### config.mk
export PLATFORM = sky130hd
export DESIGN_NAME = pe_array_ctrl_flat
export DESIGN_NICKNAME = d
export VERILOG_FILES = /design/src/rtl/utils_pkg.sv /design/src/rtl/pe_array_ctrl_if.sv /design/src/rtl/pe_array_ctrl_wgt_loader.sv /design/src/rtl/pe_array_ctrl.sv /design/src/flat_wrapper.sv
export SDC_FILE = /design/constraint.sdc
export NUM_CORES = 1
export LEC_CHECK = 0
export BUFFER_PORTS_ARGS = -buffer_cell sky130_fd_sc_hd__clkbuf_2
export CAP_MARGIN = 20
export CORE_MARGIN = 5
export CORE_UTILIZATION = 48
export CTS_CLUSTER_DIAMETER = 50
export DETAILED_ROUTE_END_ITERATION = 8
export GPL_TIMING_DRIVEN = 1
export PLACE_DENSITY = 0.75
export SLEW_MARGIN = 15
export SYNTH_ARGS = -nofsm -noshare
export SYNTH_HDL_FRONTEND = slang
export SYNTH_SLANG_ARGS = --single-unit
export TNS_END_PERCENT = 20
### constraint.sdc
create_clock -name clk -period 2.45 [get_ports clk]
set_input_delay 0.49 -clock clk [delete_from_list [all_inputs] [get_ports clk]]
set_output_delay 0.49 -clock clk [all_outputs]
set_load 0.01 [all_outputs]
### src/rtl/utils_pkg.sv
// Shared types for the PE array job sequencer: FSM state encoding and job constants.
package utils_pkg;

  typedef enum logic [2:0] {
    ST_IDLE,
    ST_LOAD,
    ST_RUN0,
    ST_SWAP,
    ST_RUN1,
    ST_RESTORE,
    ST_DRAIN,
    ST_DONE
  } pe_ctrl_state_t;

  // One pop per slot swap plus one to restore slot 0.
  localparam int unsigned NUM_POPS_PER_JOB = 2;

endpackage

### src/rtl/pe_array_ctrl_if.sv
// Control, weight, activation and pop signals between the sequencer and its buffers/array.
// PE_ARRAY_CTRL_WGT_REUSE_EN adds i_reuse_wgt.
interface pe_array_ctrl_if #(
  parameter int ID_WIDTH      = 6,
  parameter int IN_DATA_WIDTH = 8,
  parameter int VEC_WIDTH     = 10
);
  logic                     i_start;
  logic [VEC_WIDTH-1:0]     i_num_vec;
`ifdef PE_ARRAY_CTRL_WGT_REUSE_EN
  logic                     i_reuse_wgt;
`endif
  logic                     o_busy;
  logic                     o_done;
  logic                     i_wgt_vld;
  logic [IN_DATA_WIDTH-1:0] i_wgt_data;
  logic                     o_wgt_rdy;
  logic                     o_load_vld;
  logic [ID_WIDTH-1:0]      o_load_id;
  logic [IN_DATA_WIDTH-1:0] o_load_data;
  logic                     i_act_vld;
  logic [IN_DATA_WIDTH-1:0] i_act_data;
  logic                     o_act_rdy;
  logic [IN_DATA_WIDTH-1:0] o_left_data;
  logic                     o_left_vld;
  logic                     o_pop_vld;
  logic                     i_pop_ret;

  modport slave (
`ifdef PE_ARRAY_CTRL_WGT_REUSE_EN
    input  i_reuse_wgt,
`endif
    input  i_start, i_num_vec, i_wgt_vld, i_wgt_data, i_act_vld, i_act_data, i_pop_ret,
    output o_busy, o_done, o_wgt_rdy, o_load_vld, o_load_id, o_load_data,
    output o_act_rdy, o_left_data, o_left_vld, o_pop_vld
  );

  modport master (
`ifdef PE_ARRAY_CTRL_WGT_REUSE_EN
    output i_reuse_wgt,
`endif
    output i_start, i_num_vec, i_wgt_vld, i_wgt_data, i_act_vld, i_act_data, i_pop_ret,
    input  o_busy, o_done, o_wgt_rdy, o_load_vld, o_load_id, o_load_data,
    input  o_act_rdy, o_left_data, o_left_vld, o_pop_vld
  );

endinterface

### src/rtl/pe_array_ctrl_wgt_loader.sv
// Converts the weight stream into load-bus writes, two beats per PE (slot 0 then slot 1).
module pe_wgt_loader #(
  parameter int ID_WIDTH      = 6,
  parameter int IN_DATA_WIDTH = 8,
  parameter int NUM_PE        = 16
) (
  input  logic                     clk,
  input  logic                     rst,
  input  logic                     en,
  input  logic                     wgt_vld,
  input  logic [IN_DATA_WIDTH-1:0] wgt_data,
  output logic                     wgt_rdy,
  output logic                     load_vld,
  output logic [ID_WIDTH-1:0]      load_id,
  output logic [IN_DATA_WIDTH-1:0] load_data,
  output logic                     last_beat
);
  // One extra bit over the PE id holds the slot index in its LSB.
  localparam int CW = ID_WIDTH + 1;
  localparam logic [CW-1:0] LAST_BEAT = CW'(2 * NUM_PE - 1);

  logic [CW-1:0]            beat_cnt_q, beat_cnt_d;
  logic                     load_vld_q, load_vld_d;
  logic [ID_WIDTH-1:0]      load_id_q, load_id_d;
  logic [IN_DATA_WIDTH-1:0] load_data_q, load_data_d;
  logic                     hs;

  assign wgt_rdy   = en;
  assign hs        = en & wgt_vld;
  assign last_beat = hs && (beat_cnt_q == LAST_BEAT);

  always_comb begin
    beat_cnt_d  = beat_cnt_q;
    load_vld_d  = hs;
    load_id_d   = '0;
    load_data_d = '0;
    if (hs) begin
      beat_cnt_d  = (beat_cnt_q == LAST_BEAT) ? '0 : beat_cnt_q + 1'b1;
      load_id_d   = beat_cnt_q[ID_WIDTH:1];
      load_data_d = wgt_data;
    end
  end

  always_ff @(posedge clk) begin
    if (rst) begin
      beat_cnt_q  <= '0;
      load_vld_q  <= 1'b0;
      load_id_q   <= '0;
      load_data_q <= '0;
    end else begin
      beat_cnt_q  <= beat_cnt_d;
      load_vld_q  <= load_vld_d;
      load_id_q   <= load_id_d;
      load_data_q <= load_data_d;
    end
  end

  assign load_vld  = load_vld_q;
  assign load_id   = load_id_q;
  assign load_data = load_data_q;

endmodule

### src/rtl/pe_array_ctrl.sv
// Job sequencer for a dual-weight PE column chain: load weights, run slot 0, pop, run slot 1, pop, drain.
// PE_ARRAY_CTRL_WGT_REUSE_EN adds i_reuse_wgt to skip the weight load on a job.
module pe_array_ctrl
  import utils_pkg::*;
#(
  parameter int ID_WIDTH      = 6,
  parameter int IN_DATA_WIDTH = 8,
  parameter int NUM_PE        = 16,
  parameter int VEC_WIDTH     = 10,
  parameter int DRAIN_CYCLES  = 8
) (
  input logic          clk,
  input logic          rst,
  pe_array_ctrl_if.slave bus
);
  localparam int DCW = $clog2(DRAIN_CYCLES + 1);

  pe_ctrl_state_t           state_q, state_d;
  logic [VEC_WIDTH-1:0]     num_vec_q, num_vec_d;
  logic [VEC_WIDTH-1:0]     vec_cnt_q, vec_cnt_d;
  logic [IN_DATA_WIDTH-1:0] left_data_q, left_data_d;
  logic                     left_vld_q, left_vld_d;
  logic [1:0]               ret_cnt_q, ret_cnt_d;
  logic [DCW-1:0]           drain_cnt_q, drain_cnt_d;
  logic                     wgt_en, act_rdy, pop_vld, done, last_beat, act_hs, skip_load;

  pe_wgt_loader #(
    .ID_WIDTH(ID_WIDTH), .IN_DATA_WIDTH(IN_DATA_WIDTH), .NUM_PE(NUM_PE)
  ) u_loader (
    .clk(clk), .rst(rst), .en(wgt_en),
    .wgt_vld(bus.i_wgt_vld), .wgt_data(bus.i_wgt_data), .wgt_rdy(bus.o_wgt_rdy),
    .load_vld(bus.o_load_vld), .load_id(bus.o_load_id), .load_data(bus.o_load_data),
    .last_beat(last_beat)
  );

`ifdef PE_ARRAY_CTRL_WGT_REUSE_EN
  assign skip_load = bus.i_reuse_wgt;
`else
  assign skip_load = 1'b0;
`endif

  assign act_hs = act_rdy & bus.i_act_vld;

  always_comb begin
    state_d     = state_q;
    num_vec_d   = num_vec_q;
    vec_cnt_d   = vec_cnt_q;
    left_data_d = '0;
    left_vld_d  = 1'b0;
    ret_cnt_d   = ret_cnt_q;
    drain_cnt_d = drain_cnt_q;
    wgt_en      = 1'b0;
    act_rdy     = 1'b0;
    pop_vld     = 1'b0;
    done        = 1'b0;

    // Returns may arrive before DRAIN when the chain is short, so count all job long.
    if (state_q != ST_IDLE && bus.i_pop_ret && ret_cnt_q != 2'b11)
      ret_cnt_d = ret_cnt_q + 2'd1;

    case (state_q)
      ST_IDLE: begin
        ret_cnt_d   = '0;
        drain_cnt_d = '0;
        vec_cnt_d   = '0;
        if (bus.i_start) begin
          num_vec_d = bus.i_num_vec;
          if (skip_load) state_d = (bus.i_num_vec == '0) ? ST_SWAP : ST_RUN0;
          else           state_d = ST_LOAD;
        end
      end
      ST_LOAD: begin
        wgt_en = 1'b1;
        if (last_beat) state_d = (num_vec_q == '0) ? ST_SWAP : ST_RUN0;
      end
      ST_RUN0, ST_RUN1: begin
        act_rdy = 1'b1;
        if (act_hs) begin
          left_data_d = bus.i_act_data;
          left_vld_d  = 1'b1;
          if (vec_cnt_q == num_vec_q - 1'b1) begin
            vec_cnt_d = '0;
            state_d   = (state_q == ST_RUN0) ? ST_SWAP : ST_RESTORE;
          end else begin
            vec_cnt_d = vec_cnt_q + 1'b1;
          end
        end
      end
      ST_SWAP: begin
        pop_vld = 1'b1;
        state_d = (num_vec_q == '0) ? ST_RESTORE : ST_RUN1;
      end
      ST_RESTORE: begin
        pop_vld = 1'b1;
        state_d = ST_DRAIN;
      end
      ST_DRAIN: begin
        if (ret_cnt_d >= 2'(NUM_POPS_PER_JOB)) begin
          if (drain_cnt_q == DCW'(DRAIN_CYCLES - 1)) begin
            drain_cnt_d = '0;
            state_d     = ST_DONE;
          end else begin
            drain_cnt_d = drain_cnt_q + 1'b1;
          end
        end
      end
      ST_DONE: begin
        done    = 1'b1;
        state_d = ST_IDLE;
      end
      default: state_d = ST_IDLE;
    endcase
  end

  always_ff @(posedge clk) begin
    if (rst) begin
      state_q     <= ST_IDLE;
      num_vec_q   <= '0;
      vec_cnt_q   <= '0;
      left_data_q <= '0;
      left_vld_q  <= 1'b0;
      ret_cnt_q   <= '0;
      drain_cnt_q <= '0;
    end else begin
      state_q     <= state_d;
      num_vec_q   <= num_vec_d;
      vec_cnt_q   <= vec_cnt_d;
      left_data_q <= left_data_d;
      left_vld_q  <= left_vld_d;
      ret_cnt_q   <= ret_cnt_d;
      drain_cnt_q <= drain_cnt_d;
    end
  end

  assign bus.o_busy      = (state_q != ST_IDLE);
  assign bus.o_done      = done;
  assign bus.o_act_rdy   = act_rdy;
  assign bus.o_pop_vld   = pop_vld;
  assign bus.o_left_data = left_data_q;
  assign bus.o_left_vld  = left_vld_q;

endmodule

### src/flat_wrapper.sv
// flat-port wrapper written by rule: the top's interface ports become plain ports
module pe_array_ctrl_flat import utils_pkg::*;
#(
  parameter int ID_WIDTH      = 6,
  parameter int IN_DATA_WIDTH = 8,
  parameter int NUM_PE        = 16,
  parameter int VEC_WIDTH     = 10,
  parameter int DRAIN_CYCLES  = 8
)
  (clk, rst, bus_i_start, bus_i_num_vec, bus_i_wgt_vld, bus_i_wgt_data, bus_i_act_vld, bus_i_act_data, bus_i_pop_ret, bus_o_busy, bus_o_done, bus_o_wgt_rdy, bus_o_load_vld, bus_o_load_id, bus_o_load_data, bus_o_act_rdy, bus_o_left_data, bus_o_left_vld, bus_o_pop_vld);
  pe_array_ctrl_if #(.ID_WIDTH(ID_WIDTH), .IN_DATA_WIDTH(IN_DATA_WIDTH), .VEC_WIDTH(VEC_WIDTH)) bus_i ();
  input logic clk;
  input logic rst;
  input wire logic [$bits(bus_i.i_start)-1:0] bus_i_start;
  input wire logic [$bits(bus_i.i_num_vec)-1:0] bus_i_num_vec;
  input wire logic [$bits(bus_i.i_wgt_vld)-1:0] bus_i_wgt_vld;
  input wire logic [$bits(bus_i.i_wgt_data)-1:0] bus_i_wgt_data;
  input wire logic [$bits(bus_i.i_act_vld)-1:0] bus_i_act_vld;
  input wire logic [$bits(bus_i.i_act_data)-1:0] bus_i_act_data;
  input wire logic [$bits(bus_i.i_pop_ret)-1:0] bus_i_pop_ret;
  output wire logic [$bits(bus_i.o_busy)-1:0] bus_o_busy;
  output wire logic [$bits(bus_i.o_done)-1:0] bus_o_done;
  output wire logic [$bits(bus_i.o_wgt_rdy)-1:0] bus_o_wgt_rdy;
  output wire logic [$bits(bus_i.o_load_vld)-1:0] bus_o_load_vld;
  output wire logic [$bits(bus_i.o_load_id)-1:0] bus_o_load_id;
  output wire logic [$bits(bus_i.o_load_data)-1:0] bus_o_load_data;
  output wire logic [$bits(bus_i.o_act_rdy)-1:0] bus_o_act_rdy;
  output wire logic [$bits(bus_i.o_left_data)-1:0] bus_o_left_data;
  output wire logic [$bits(bus_i.o_left_vld)-1:0] bus_o_left_vld;
  output wire logic [$bits(bus_i.o_pop_vld)-1:0] bus_o_pop_vld;
  assign bus_i.i_start = bus_i_start;
  assign bus_i.i_num_vec = bus_i_num_vec;
  assign bus_i.i_wgt_vld = bus_i_wgt_vld;
  assign bus_i.i_wgt_data = bus_i_wgt_data;
  assign bus_i.i_act_vld = bus_i_act_vld;
  assign bus_i.i_act_data = bus_i_act_data;
  assign bus_i.i_pop_ret = bus_i_pop_ret;
  assign bus_o_busy = bus_i.o_busy;
  assign bus_o_done = bus_i.o_done;
  assign bus_o_wgt_rdy = bus_i.o_wgt_rdy;
  assign bus_o_load_vld = bus_i.o_load_vld;
  assign bus_o_load_id = bus_i.o_load_id;
  assign bus_o_load_data = bus_i.o_load_data;
  assign bus_o_act_rdy = bus_i.o_act_rdy;
  assign bus_o_left_data = bus_i.o_left_data;
  assign bus_o_left_vld = bus_i.o_left_vld;
  assign bus_o_pop_vld = bus_i.o_pop_vld;
  pe_array_ctrl #(.ID_WIDTH(ID_WIDTH), .IN_DATA_WIDTH(IN_DATA_WIDTH), .NUM_PE(NUM_PE), .VEC_WIDTH(VEC_WIDTH), .DRAIN_CYCLES(DRAIN_CYCLES)) u_core (.clk(clk), .rst(rst), .bus(bus_i));
endmodule
==> flow_summary.yaml <==
setup_path:
  critical_path_required_ns: 2.67
  critPathKind: "register to register"
  critical_path.endpoint_type: "register"
  cp_data_arrival_time_ns: 2.56
  crit_path_start_kind: "register"
  critical_path.max_fanout: 4
floorplan:
  initial_core_utilization_pct: 49.1
  placeableCoreArea_mm2: 0.00551
  design.portCount: 61
  die_width_um: 85.1
  die_area_mm2: 0.00724
  die_height_um: 85.1
  floorplan.rows: 27
synth:
  ys_warn_count: 0
  synth_xor_xnor_area_share_pct: 9.02
  synth_simple_gate_area_share_pct: 26.4
  synth.mux.area_fraction_pct: 1.16
  avgSynthCellArea_um2: 8.84
  compound_gate_fraction_of_synth_area_pct: 12.1
  ys.flop_type: "sky130_fd_sc_hd__dfxtp_1"
  async_flop_share_pct: 0
  post_synthesis_cells: 306
  ys_seq_elements: 60
  synth.lib_cells_used.distinct: 44
  yosys.area_share.adder_pct: 4.16
  mappedNetlistArea_mm2: 0.00271
  dominant_combinational_cell_family_by_area_after_synthesis: "simple AND/OR/NAND/NOR gates"
  synth.yosys.seq_area_share_pct: 44.4
  synth-edff-count: 0
  synthesis.nets: 347
detailed_routing:
  post_drt_via_cell_ratio: 5.06
  drt_iter0_markers: 91
  drt-pass1-iter-count: 4
  ant_nets: 0
  drc: 0
  via_total_after_detailed_routing: 2301
  routed_wirelength_um: 5780
  routed_wire_length_per_instance_um: 12.7
place:
  gpl.final_weighted_congestion: 0.887
  hpwl_um: 4290
  io_buffers: 60
  numPlacedInstances: 439
cells_and_area:
  fin_nets: 419
  sequential_cell_area_mm2: 0.00120
  multiInputGateArea_mm2: 0.00146
  area_delta_synth_final_pct: 24.4
  n_fill_cell: 472
  final_cells: 455
  drive_gt1_share_pct: 28.2
  post-route-util_pct: 61.1
  antenna-diode-count: 0
cts:
  clock_insertion_delay_worst_skew_ns: 0.33
  number_of_buffers_added_by_the_clock_tree_synthesis_step: 9
  clock_path_buffers: 2
  cts_tree: "yes"
  clockRootBuffer: "sky130_fd_sc_hd__clkbuf_8"
  cts_clk_pin_slew_worst_paths_ns: 0.07
  cts-htree-levels: 3
  clock-sinks: 60
  post_cts.repair.setup_buffers: 0
sta:
  tightestPinTransition_ns: 0.654
  grt_setup_unrepaired: "no"
  slew_headroom_pct: 56.2
  setup-violations-final: 0
  timing.final.crit_period_ns: 2.34
  tns_ns: 0
  clock.fmax_ghz: 0.428
  final_min_period_over_clock_period_pct: 95.5
  finalHoldWorstSlack_ns: 0.347
  hold_violations: 0
  max_transition_viols_final: 0
  worst_clock_skew_ns: 0.00747
grt:
  globalRouteOverflowTotal: 0
  grt_max_degree: 17
  via_count_of_the_first_global_routing_pass: 2226
  antenna_found_initial: 0
  globalRouteTotalUtil_pct: 16.6
  grt_pass1_wl_um: 9790
pwr:
  power.total_uw: 3220
  p_leak_uw: 0.00141
  ir_worst_vdd_mv: 0.631
  powerDensity_mw_per_mm2: 957
flow_run:
  cap_violations: 0
hold_path:
  worst_hold_path_type: "input pin to register"
status:
  outcome: "complete, no violations"
stage by stage:
stage	setup WS [ns]	instance area (um2)
floorplan	0.0120	2720
global placement	0.0279	3170
detailed placement	0.00102	3170
CTS	0.00494	3350
global route	0.0000722	3370
finish	0.111	3370
power by group:
group | internal [uW] | total (uW) | switching (uW)
Sequential | 1070 | 1150 | 86.6
Clock | 403 | 818 | 416
Combinational | 558 | 1250 | 692
registers in the layout (all words and copies together), names as in the netlist:
register / flops
u_core.bus.o_left_data: 8
u_core.ret_cnt_q: 2
u_core.vec_cnt_q: 10
u_core.state_q: 3
u_core.u_loader.load_id: 6
u_core.num_vec_q: 10
u_core.u_loader.load_data: 8
u_core.drain_cnt_q: 4
u_core.u_loader.load_vld: 1
u_core.bus.o_left_vld: 1
u_core.u_loader.beat_cnt_q: 7
cell usage in the layout (no fill, tap or decap), types with 3 or more instances in the layout:
master and instances:
sky130_fd_sc_hd__o21a_1 3, sky130_fd_sc_hd__xor2_1 12, sky130_fd_sc_hd__o21ai_0 7, sky130_fd_sc_hd__clkbuf_2 60, sky130_fd_sc_hd__nor2b_1 5, sky130_fd_sc_hd__a21oi_1 23, sky130_fd_sc_hd__buf_4 13, sky130_fd_sc_hd__and2_1 24
sky130_fd_sc_hd__nor2_1 30, sky130_fd_sc_hd__nand3_1 24, sky130_fd_sc_hd__nand2_1 29, sky130_fd_sc_hd__ha_1 8, sky130_fd_sc_hd__xnor2_1 14, sky130_fd_sc_hd__dfxtp_1 59, sky130_fd_sc_hd__nor3_2 3, sky130_fd_sc_hd__nand4_1 5
sky130_fd_sc_hd__clkbuf_8 10, sky130_fd_sc_hd__inv_1 6, sky130_fd_sc_hd__nor3_1 5
metal layers:
layer  share of wire [%]  routed length (um)  vias up  GRT usage, %
li1                    -                   -     1199             -
met1                  47                2700     1051          21.1
met2                  47                2720       41          27.0
met3                 4.4                 253       10          3.20
met4                 1.9                 110        0          7.77
met5                   0                   0        -             0
area by class of cell:
type	instances	area share, %
Sequential cell	60	35.7
Tap cell	72	2.68
Timing Repair Buffer	73	11.8
Multi-Input combinational cell	226	43.4
Clock inverter	6	1.41
Inverter	8	0.892
Clock buffer	10	4.09
path summary, 6_finish.rpt:
path | startpoint | end | slack (ns) | cells after the start
setup / recovery | u_core.num_vec_q[0]$_SDFFE_PP0P_ | u_core.state_q[0]$_SDFFE_PP0P_ | 0.11 | 7
hold / removal | bus_i_act_data[3] | u_core.bus.o_left_data[3]$_SDFF_PP0_ | 0.35 | 2
setup reg to reg | u_core.num_vec_q[0]$_SDFFE_PP0P_ | u_core.state_q[0]$_SDFFE_PP0P_ | 0.11 | 7
hold reg to reg | u_core.drain_cnt_q[1]$_SDFFE_PP0P_ | u_core.drain_cnt_q[1]$_SDFFE_PP0P_ | 0.47 | 2
critical path: stages, from the launching register on:
cell	delay, ns
sky130_fd_sc_hd__dfxtp_1	0.34
sky130_fd_sc_hd__or4_4	0.55
sky130_fd_sc_hd__or4_4	0.44
sky130_fd_sc_hd__xnor2_2	0.15
sky130_fd_sc_hd__o2111ai_2	0.13
sky130_fd_sc_hd__o31a_1	0.34
sky130_fd_sc_hd__a2111oi_4	0.22
sky130_fd_sc_hd__nor3_2	0.06
cell usage after synthesis (2+ instances only):
library cell,instances,area share (%)
sky130_fd_sc_hd__a221oi_1,2,0.65
sky130_fd_sc_hd__clkbuf_1,11,1.5
sky130_fd_sc_hd__dfxtp_1,60,44
sky130_fd_sc_hd__o21a_1,3,0.83
sky130_fd_sc_hd__or3_1,2,0.46
sky130_fd_sc_hd__a21oi_1,24,4.4
sky130_fd_sc_hd__and2_1,24,5.5
sky130_fd_sc_hd__or4_4,2,0.83
sky130_fd_sc_hd__nor3_1,6,1.1
sky130_fd_sc_hd__o2111ai_1,2,0.65
sky130_fd_sc_hd__mux2i_1,2,0.74
sky130_fd_sc_hd__nand3_1,24,4.4
sky130_fd_sc_hd__xnor2_1,14,4.5
sky130_fd_sc_hd__inv_1,8,1.1
sky130_fd_sc_hd__o21ai_0,7,1.3
sky130_fd_sc_hd__xor2_1,12,3.9
sky130_fd_sc_hd__nor3_2,2,0.74
sky130_fd_sc_hd__nor2b_1,5,1.2
sky130_fd_sc_hd__o211ai_1,2,0.55
sky130_fd_sc_hd__nand4_1,5,1.2
sky130_fd_sc_hd__ha_1,9,4.2
sky130_fd_sc_hd__nand2_1,29,4.0
sky130_fd_sc_hd__nor2_1,30,4.2
logic make-up after synthesis:
| group | after synthesis |
|---|---|
| fa+ha+maj | 9 |
| xor+xnor | 27 |
| simple gates | 138 |
| flops | 60 |
| buf+inv | 20 |
| compound gates | 49 |
| mux | 3 |
what timing repair did:
item / CTS / global route
cloned: 0 / 0
gates resized for setup: 0 / 6
pin swaps: 1 / 4
hold buffers: 0 / 0
endpoints found under the setup margin: 9 / 14
Note: power is estimated with default switching activity, not from simulation.
